File: config.mk
export PLATFORM = sky130hd
export DESIGN_NAME = hit_judge
export DESIGN_NICKNAME = d
export VERILOG_FILES = /design/src/rtl/game_pkg.sv /design/src/rtl/lfsr8.sv /design/src/rtl/hit_judge.sv
export SDC_FILE = /design/constraint.sdc
export NUM_CORES = 1
export LEC_CHECK = 0
export BUFFER_PORTS_ARGS = -buffer_cell sky130_fd_sc_hd__buf_2
export CAP_MARGIN = 20
export CORE_MARGIN = 8
export CORE_UTILIZATION = 56
export DETAILED_ROUTE_END_ITERATION = 12
export PLACE_DENSITY_LB_ADDON = 0.3
export SLEW_MARGIN = 20
export SYNTH_ARGS = -nofsm -noshare
export SYNTH_HDL_FRONTEND = slang
export SYNTH_SLANG_ARGS = --single-unit
File: constraint.sdc
create_clock -name clk -period 2.7 [get_ports clk]
set_clock_uncertainty 0.05 [all_clocks]
set_input_delay 0.27 -clock clk [delete_from_list [all_inputs] [get_ports clk]]
set_output_delay 0.27 -clock clk [all_outputs]
set_load 0.01 [all_outputs]
File: src/rtl/game_pkg.sv
// Shared definitions for the hit-or-miss game blocks: round states,
// difficulty ceiling and the LFSR feedback polynomial.
package game_pkg;

    // Round state of the judge.
    typedef enum logic [1:0] {
        IDLE   = 2'd0,
        ARMED  = 2'd1,
        WINDOW = 2'd2,
        OVER   = 2'd3
    } game_state_t;

    // Highest difficulty level understood by the tick generator.
    localparam logic [2:0] DIFF_MAX = 3'd4;

    // Feedback taps for x^8 + x^6 + x^5 + x^4 + 1 on a left-shifting
    // register whose bit 7 is the oldest bit: taps at bits 7, 5, 4, 3.
    localparam logic [7:0] LFSR_TAPS = 8'hB8;

    // One shift of the 8-bit Fibonacci LFSR.
    function automatic logic [7:0] lfsr_step(input logic [7:0] cur);
        return {cur[6:0], ^(cur & LFSR_TAPS)};
    endfunction

    // 8-bit increment that sticks at 255.
    function automatic logic [7:0] sat_inc8(input logic [7:0] v);
        return (v == 8'hFF) ? v : v + 8'd1;
    endfunction

endpackage

File: src/rtl/lfsr8.sv
// Free-running 8-bit Fibonacci LFSR. Loads the seed while reset is low and
// shifts every cycle otherwise. A zero seed would lock the register at zero,
// so callers must supply a nonzero seed.
module lfsr8
    import game_pkg::*;
(
    input  logic       clk,
    input  logic       rst,
    input  logic [7:0] seed,
    output logic [7:0] q
);

    logic [7:0] q_reg;

    // Seed on reset, otherwise advance one step per clock.
    always_ff @(posedge clk) begin
        if (!rst) begin
            q_reg <= seed;
        end else begin
            q_reg <= lfsr_step(q_reg);
        end
    end

    assign q = q_reg;

endmodule

File: src/rtl/hit_judge.sv
// Round judge for the hit-or-miss game. Lights a pseudo-random lamp on each
// tick, scores the player's button edge as a hit or a miss, raises the
// difficulty after a streak of hits and ends the game after MAX_MISSES misses.
module hit_judge
    import game_pkg::*;
#(
    parameter int         NUM_TARGETS   = 4,     // 2, 4 or 8
    parameter int         LEVEL_UP_HITS = 4,     // 1..255
    parameter int         MAX_MISSES    = 3,     // 1..7
    parameter logic [7:0] LFSR_SEED     = 8'hA5  // nonzero
) (
    input  logic                   clk,
    input  logic                   rst,
    input  logic                   tick,
    input  logic                   start,
    input  logic [NUM_TARGETS-1:0] btn,
    output logic [NUM_TARGETS-1:0] target,
    output logic [2:0]             difficulty,
    output logic [7:0]             score,
    output logic [2:0]             misses,
    output logic                   hit,
    output logic                   miss,
    output logic                   game_over
);

    localparam int         IDX_W      = $clog2(NUM_TARGETS);
    localparam logic [7:0] LEVEL_UP_K = 8'(LEVEL_UP_HITS);
    localparam logic [2:0] MAX_MISS_K = 3'(MAX_MISSES);

    // ------------------------------------------------------------------
    // Pseudo-random target source
    // ------------------------------------------------------------------
    logic [7:0]             lfsr_q;
    logic [NUM_TARGETS-1:0] lit_onehot;
    logic                   lfsr_unused;

    lfsr8 u_lfsr (
        .clk  (clk),
        .rst  (rst),
        .seed (LFSR_SEED),
        .q    (lfsr_q)
    );

    // Decode the low LFSR bits into the lamp that would light on a tick.
    for (genvar gi = 0; gi < NUM_TARGETS; gi++) begin : g_onehot
        assign lit_onehot[gi] = (lfsr_q[IDX_W-1:0] == IDX_W'(gi));
    end

    // Only the low index bits select a lamp; the rest just keep the
    // sequence long.
    assign lfsr_unused = ^lfsr_q[7:IDX_W];

    // ------------------------------------------------------------------
    // State
    // ------------------------------------------------------------------
    game_state_t            state_reg,  state_next;
    logic [NUM_TARGETS-1:0] btn_q_reg;
    logic [NUM_TARGETS-1:0] target_reg, target_next;
    logic [2:0]             diff_reg,   diff_next;
    logic [7:0]             score_reg,  score_next;
    logic [2:0]             misses_reg, misses_next;
    logic [7:0]             streak_reg, streak_next;
    logic                   hit_reg,    hit_next;
    logic                   miss_reg,   miss_next;

    logic [NUM_TARGETS-1:0] press;
    logic [2:0]             misses_inc;
    logic [7:0]             streak_inc;

    // Rising edges only: a held button is one press, not one per cycle.
    assign press      = btn & ~btn_q_reg;
    assign misses_inc = misses_reg + 3'd1;
    assign streak_inc = streak_reg + 8'd1;

    // Button history is tracked in every state so a button already held
    // when a lamp lights cannot count as a fresh press.
    always_ff @(posedge clk) begin
        if (!rst) begin
            btn_q_reg <= '0;
        end else begin
            btn_q_reg <= btn;
        end
    end

    // Round state, counters and registered outputs.
    always_ff @(posedge clk) begin
        if (!rst) begin
            state_reg  <= IDLE;
            target_reg <= '0;
            diff_reg   <= '0;
            score_reg  <= '0;
            misses_reg <= '0;
            streak_reg <= '0;
            hit_reg    <= 1'b0;
            miss_reg   <= 1'b0;
        end else begin
            state_reg  <= state_next;
            target_reg <= target_next;
            diff_reg   <= diff_next;
            score_reg  <= score_next;
            misses_reg <= misses_next;
            streak_reg <= streak_next;
            hit_reg    <= hit_next;
            miss_reg   <= miss_next;
        end
    end

    // Next-state and judging logic; hit/miss are pulses so they default low.
    always_comb begin
        state_next  = state_reg;
        target_next = target_reg;
        diff_next   = diff_reg;
        score_next  = score_reg;
        misses_next = misses_reg;
        streak_next = streak_reg;
        hit_next    = 1'b0;
        miss_next   = 1'b0;

        case (state_reg)
            IDLE, OVER: begin
                target_next = '0;
                if (start) begin
                    score_next  = '0;
                    misses_next = '0;
                    streak_next = '0;
                    diff_next   = '0;
                    state_next  = ARMED;
                end
            end

            ARMED: begin
                target_next = '0;
                if (tick) begin
                    target_next = lit_onehot;
                    state_next  = WINDOW;
                end
            end

            WINDOW: begin
                // target_reg is never zero here, so a zero press cannot
                // match it; a correct press beats a simultaneous tick.
                if (press == target_reg) begin
                    hit_next    = 1'b1;
                    score_next  = sat_inc8(score_reg);
                    target_next = '0;
                    state_next  = ARMED;
                    if (streak_inc == LEVEL_UP_K) begin
                        streak_next = '0;
                        if (diff_reg < DIFF_MAX) begin
                            diff_next = diff_reg + 3'd1;
                        end
                    end else begin
                        streak_next = streak_inc;
                    end
                end else if ((press != '0) || tick) begin
                    // Wrong button, several buttons at once, or timeout.
                    miss_next   = 1'b1;
                    misses_next = misses_inc;
                    streak_next = '0;
                    target_next = '0;
                    state_next  = (misses_inc == MAX_MISS_K) ? OVER : ARMED;
                end
            end

            default: begin
                target_next = '0;
                state_next  = IDLE;
            end
        endcase
    end

    assign target     = target_reg;
    assign difficulty = diff_reg;
    assign score      = score_reg;
    assign misses     = misses_reg;
    assign hit        = hit_reg;
    assign miss       = miss_reg;
    assign game_over  = (state_reg == OVER);

endmodule

* Word level (Yosys, flattened, before mapping) *
Cells that the tools add are included.

cells by class
  add/subtract/negate cells = 4
  equal/unequal tests = 19
  magnitude comparators = 1
  reductions and logical operators = 14
  mux-type cells = 28
  bitwise logic cells = 4

operators by type and width
  kind                   number
  $mux W8                6
  $pmux W8 S2            2
  $mux W3                6
  $add A8 B1 Y8 const B  2
  $ne A2 B2 Y1 const B   8
  $mux W4                3
  $pmux W3 S2            2
  $pmux W4 S3            1
  $mux W2                5
  $eq A2 B2 Y1 const B   4
  $eq A8 B3 Y1 const B   1
  $eq A8 B8 Y1 const B   1
  $reduce_and A4 Y1      2
  $reduce_xor A8 Y1      1
  $add A3 B1 Y3 const B  2
  $pmux W2 S3            1
  $reduce_and A3 Y1      2
  $reduce_and A5 Y1      1
  $and A4 B4 Y4          1
  $eq A2 B1 Y1 const B   2
  $eq A4 B4 Y1           1
  $logic_not A2 Y1       2
  $not A4 Y4             1
  $reduce_bool A4 Y1     1
  10 further kinds       12

word-level totals
  output and inout bits = 21
  bits in registers = 42
  word-level logic and storage cells = 80

* Logic depth before layout (Yosys ltp) *
  depth after elaboration = 7
  gate-level depth with buffers = 8
  gate-level depth less buffers = 8

* Modules after synthesis *
Synthesis repeated with hierarchy kept, for this count alone.

unflattened totals
  cells, all modules = 234
  area total of the unflattened synthesis = 2115.8 µm²

by module, submodules not included
  module     instances  area an instance (µm²)  seq. area each (µm²)  cells an instance
  hit_judge  1          1830.5                  680.7                 213
  lfsr8      1          285.3                   160.2                 21

* Worst setup path after synthesis *
Ideal clock, no wire load.

  path kind = register to register
  start point = reg state_reg[0]
  end point = reg score_reg[4], in the netlist score[4]
  buffers on the path = 0
  cell stages (with the launch flop) = 8
  arrival = 1.893 ns
  clock period less this slack = 2.014 ns
  slack = 0.686 ns
  data required time = 2.578 ns
  cell sequence = dfxtp_1 inv_1 ha_1 nand2b_1 o21a_1 nand2_1 or4_1 a21oi_1

on the way
  word-level cells in the longest chain between the ends = 4
  elaborated cells on any way between the ends = 10

ends and longest elaborated chain
  element                                                              RTL line          text
  from (decl)                                                          hit_judge.sv:56   game_state_t state_reg, state_next;
  from (signal assigned)                                               hit_judge.sv:97   state_reg <= state_next;
  $eq A2 B2 Y1 or $logic_not A2 Y1 (tied branches)                     hit_judge.sv:119  case (state_reg)
  $reduce_or A2 Y1                                                     hit_judge.sv:119
  $ne A2 B2 Y1 (no source line) or $reduce_bool A2 Y1 (tied branches)  -
  $reduce_and A4 Y1 (no source line)                                   -
  to (signal assigned)                                                 hit_judge.sv:100  score_reg <= score_next;
  to (decl)                                                            hit_judge.sv:60   logic [7:0] score_reg, score_next;

Several ways; a longest one is shown, not always the timed one.
A chain may end at the register's enable or synchronous reset.

* Final worst setup path *
  start point = reg state_reg[0]
  end point = reg score_reg[3], in the netlist score[3]

Same word-level chain as after synthesis.

==> impl_metrics.json <==
{
  "grt_pass1_wl_mm": 7.31,
  "gr-total-overflow": 0,
  "setup_viol": 0,
  "ys_async_sr_fraction_pct": 0,
  "top_layer": "met4",
  "crit_slowest_cell": "or4_1",
  "start_util_pct": 58.8,
  "synthDominantCellAreaShare_pct": 42.2,
  "drv_slew": 0,
  "synth_compound_area_share_pct": 17.3,
  "cap_violations": 0,
  "areaGrowthSynthToFinish_pct": 13.9,
  "crit_fanout": 14,
  "final_cell_mix": "dfxtp_1, buf_2, nand2_1",
  "drive_gt1_share_pct": 18.1,
  "nNetsFinal": 283,
  "timing.final.crit_share_pct": 81.2,
  "synth_top_area_cell": "dfxtp_1",
  "crit_family": "simple AND/OR/NAND/NOR gates",
  "yosysSeqAreaShare_pct": 42.2,
  "finalSetupTns_ps": 0,
  "synth-edff-count": 0,
  "fin_ws_ps": 508,
  "final_common_cell": "dfxtp_1",
  "m1WireLength_mm": 2.12,
  "slew_headroom_pct": 73.5,
  "hp-class": "in2reg",
  "dr_wl_met2_mm": 1.95,
  "clk_path_buf_depth": 2,
  "synth_top_family_by_area": "simple AND/OR/NAND/NOR gates",
  "drt-total-wl_mm": 4.43,
  "critPathCaptureType": "register",
  "syn_area_mm2": 0.00199,
  "wire_per_inst_um": 14.2,
  "synth_xor_area_share_pct": 3.52,
  "cp.required_ps": 2940,
  "synthMuxAreaShare_pct": 0,
  "avgSynthCellArea_um2": 8.67,
  "dp_slack_ps": 566,
  "fp.dieW_um": 75.7,
  "via_count": 1764,
  "portBuffers": 28,
  "worstSetupStartpointType": "register",
  "cts_tree": "done",
  "root_buffer": "clkbuf_4",
  "crit_arrival_ps": 2430,
  "die_h_um": 75.7,
  "tightest_slew_ps": 398,
  "die_area_mm2": 0.00572,
  "yosysWarnings": 0,
  "clock_sinks": 42,
  "place_hpwl_mm": 3.23,
  "post_cts_buffers": 0,
  "synth_fp_nets": 247,
  "fin_total_pwr_uw": 1210,
  "clk_pin_slew_worst_paths_ps": 120,
  "num_io_pins": 29,
  "path_class": "reg2reg",
  "yosysUniqueCellTypes": 44,
  "grt_max_degree": 23,
  "vias_per_cell": 5.67,
  "hold_slack_ps": 61.3,
  "fin_crit_ps": 2190,
  "crit_chain": "inv_1 -> ha_1 -> nand2b_1 -> o21ai_0 -> buf_4 -> or4_1 -> a21oi_1",
  "cts-resized-gates": 0,
  "firstDrtPassIters": 4,
  "syn_inst": 230,
  "diodes": 0,
  "antenna_found_initial": 0,
  "grt_pass1_vias": 1656,
  "core_region_area_mm2": 0.00339,
  "yosys.area_share.simple_pct": 28.7,
  "num_rows": 21,
  "final_util_pct": 67.0,
  "insertion_delay_ps": 360,
  "ys.flop_type": "dfxtp_1",
  "wl_met3_um": 296,
  "powerDensity_mw_per_mm2": 533,
  "ant_nets": 0,
  "fmax_mhz": 456,
  "hold_viol_final": 0,
  "cts_buffers": 5,
  "cts.htree.levels": 2,
  "synthTopCellsByArea": "dfxtp_1, ha_1, nand2_1, nand3_1, a21oi_1",
  "status": "finished, final reports clean",
  "ctsHoldBuffers": 0,
  "ys_ff_latch": 42,
  "critPathBufInv": 2,
  "drc": 0,
  "grt_setup_unrepaired": "no",
  "synthAdderAreaFrac_pct": 5.65,
  "p_leak_uw": 0.000937,
  "gp_congestion": 0.893,
  "max_stage_delay_ps": 500,
  "grtUsageTotal_pct": 16.6,
  "fillers": 284,
  "drt-initial-drc-count": 176,
  "vdd_drop_max_uv": 445
}
-- cells in the mapped netlist, types with 2 or more instances --
library cell and instances:
a31oi_1 2, a211oi_1 2, and4_1 2, and2_1 7, or4_1 3, inv_1 8
or3_1 4, nand2b_1 5, nand4_1 5, xnor2_1 6, o21a_1 2, nor2b_1 3
nand2_1 22, o21ai_0 12, o31ai_1 6, a21boi_0 2, o21ai_1 7, xor2_1 2
clkbuf_1 5, nor3_1 7, and3_1 8, ha_1 9, dfxtp_1 42, nor2_1 13
a21oi_1 13, nand3_1 15
-- power breakdown --
group / switching (µW) / internal (µW) / total, µW / leakage (µW)
Clock: 196 / 118 / 314 / 0.0000302
Sequential: 20.3 / 646 / 666 / 0.000343
Combinational: 139 / 90.0 / 230 / 0.000564
Total: 356 / 854 / 1210 / 0.000937
-- cell families (layout without fill, tap and decap cells) --
group	Yosys count	in the layout
compound gates	53	53
xor+xnor	8	8
buf+inv	14	49
flops	42	42
fa+ha+maj	9	9
simple gates	104	104
-- final timing paths --
| check | from | endpoint | slack [ps] | cells past startpoint |
|---|---|---|---|---|
| setup reg to reg | state_reg[0]$_SDFFE_PN0P_ | score[3]$_SDFFE_PN0P_ | 510 | 7 |
| setup / recovery | state_reg[0]$_SDFFE_PN0P_ | score[3]$_SDFFE_PN0P_ | 510 | 7 |
| hold reg to reg | u_lfsr.q[6]$_SDFF_PN0_ | u_lfsr.q[7]$_SDFF_PN1_ | 370 | 1 |
| hold / removal | btn[3] | btn_q_reg[3]$_SDFF_PN0_ | 60 | 2 |
-- per-layer routing --
layer  global-route usage [%]  vias up
li1                         -      908
met1                     21.3      796
met2                     25.2       54
met3                     5.26        6
met4                     6.18        0
met5                        0        -
-- per-stage QoR --
stage | cell area (µm²) | instances
floorplan | 1990 | 230
global placement | 2220 | 305
detailed placement | 2220 | 305
CTS | 2270 | 311
global route | 2270 | 311
finish | 2270 | 311
-- worst reg2reg max path: cells and delay by family, from the launching register on --
family	cells	cell delay (ps)
and+or+nand+nor	2	750
DFF	1	400
adders and majority gates	1	340
AOI/OAI and AO/OA	2	310
buffers and inverters	2	280
-- final cells by class --
type | instances | area [µm²] | area share, %
multi-input combinational | 174 | 1100 | 48.4
sequential | 42 | 841 | 37.0
timing repair buffer | 35 | 193 | 8.48
tap | 46 | 57.6 | 2.53
clock buffer | 6 | 51.3 | 2.26
inverter | 8 | 30.0 | 1.32
Power figures use the tool's default switching activity.
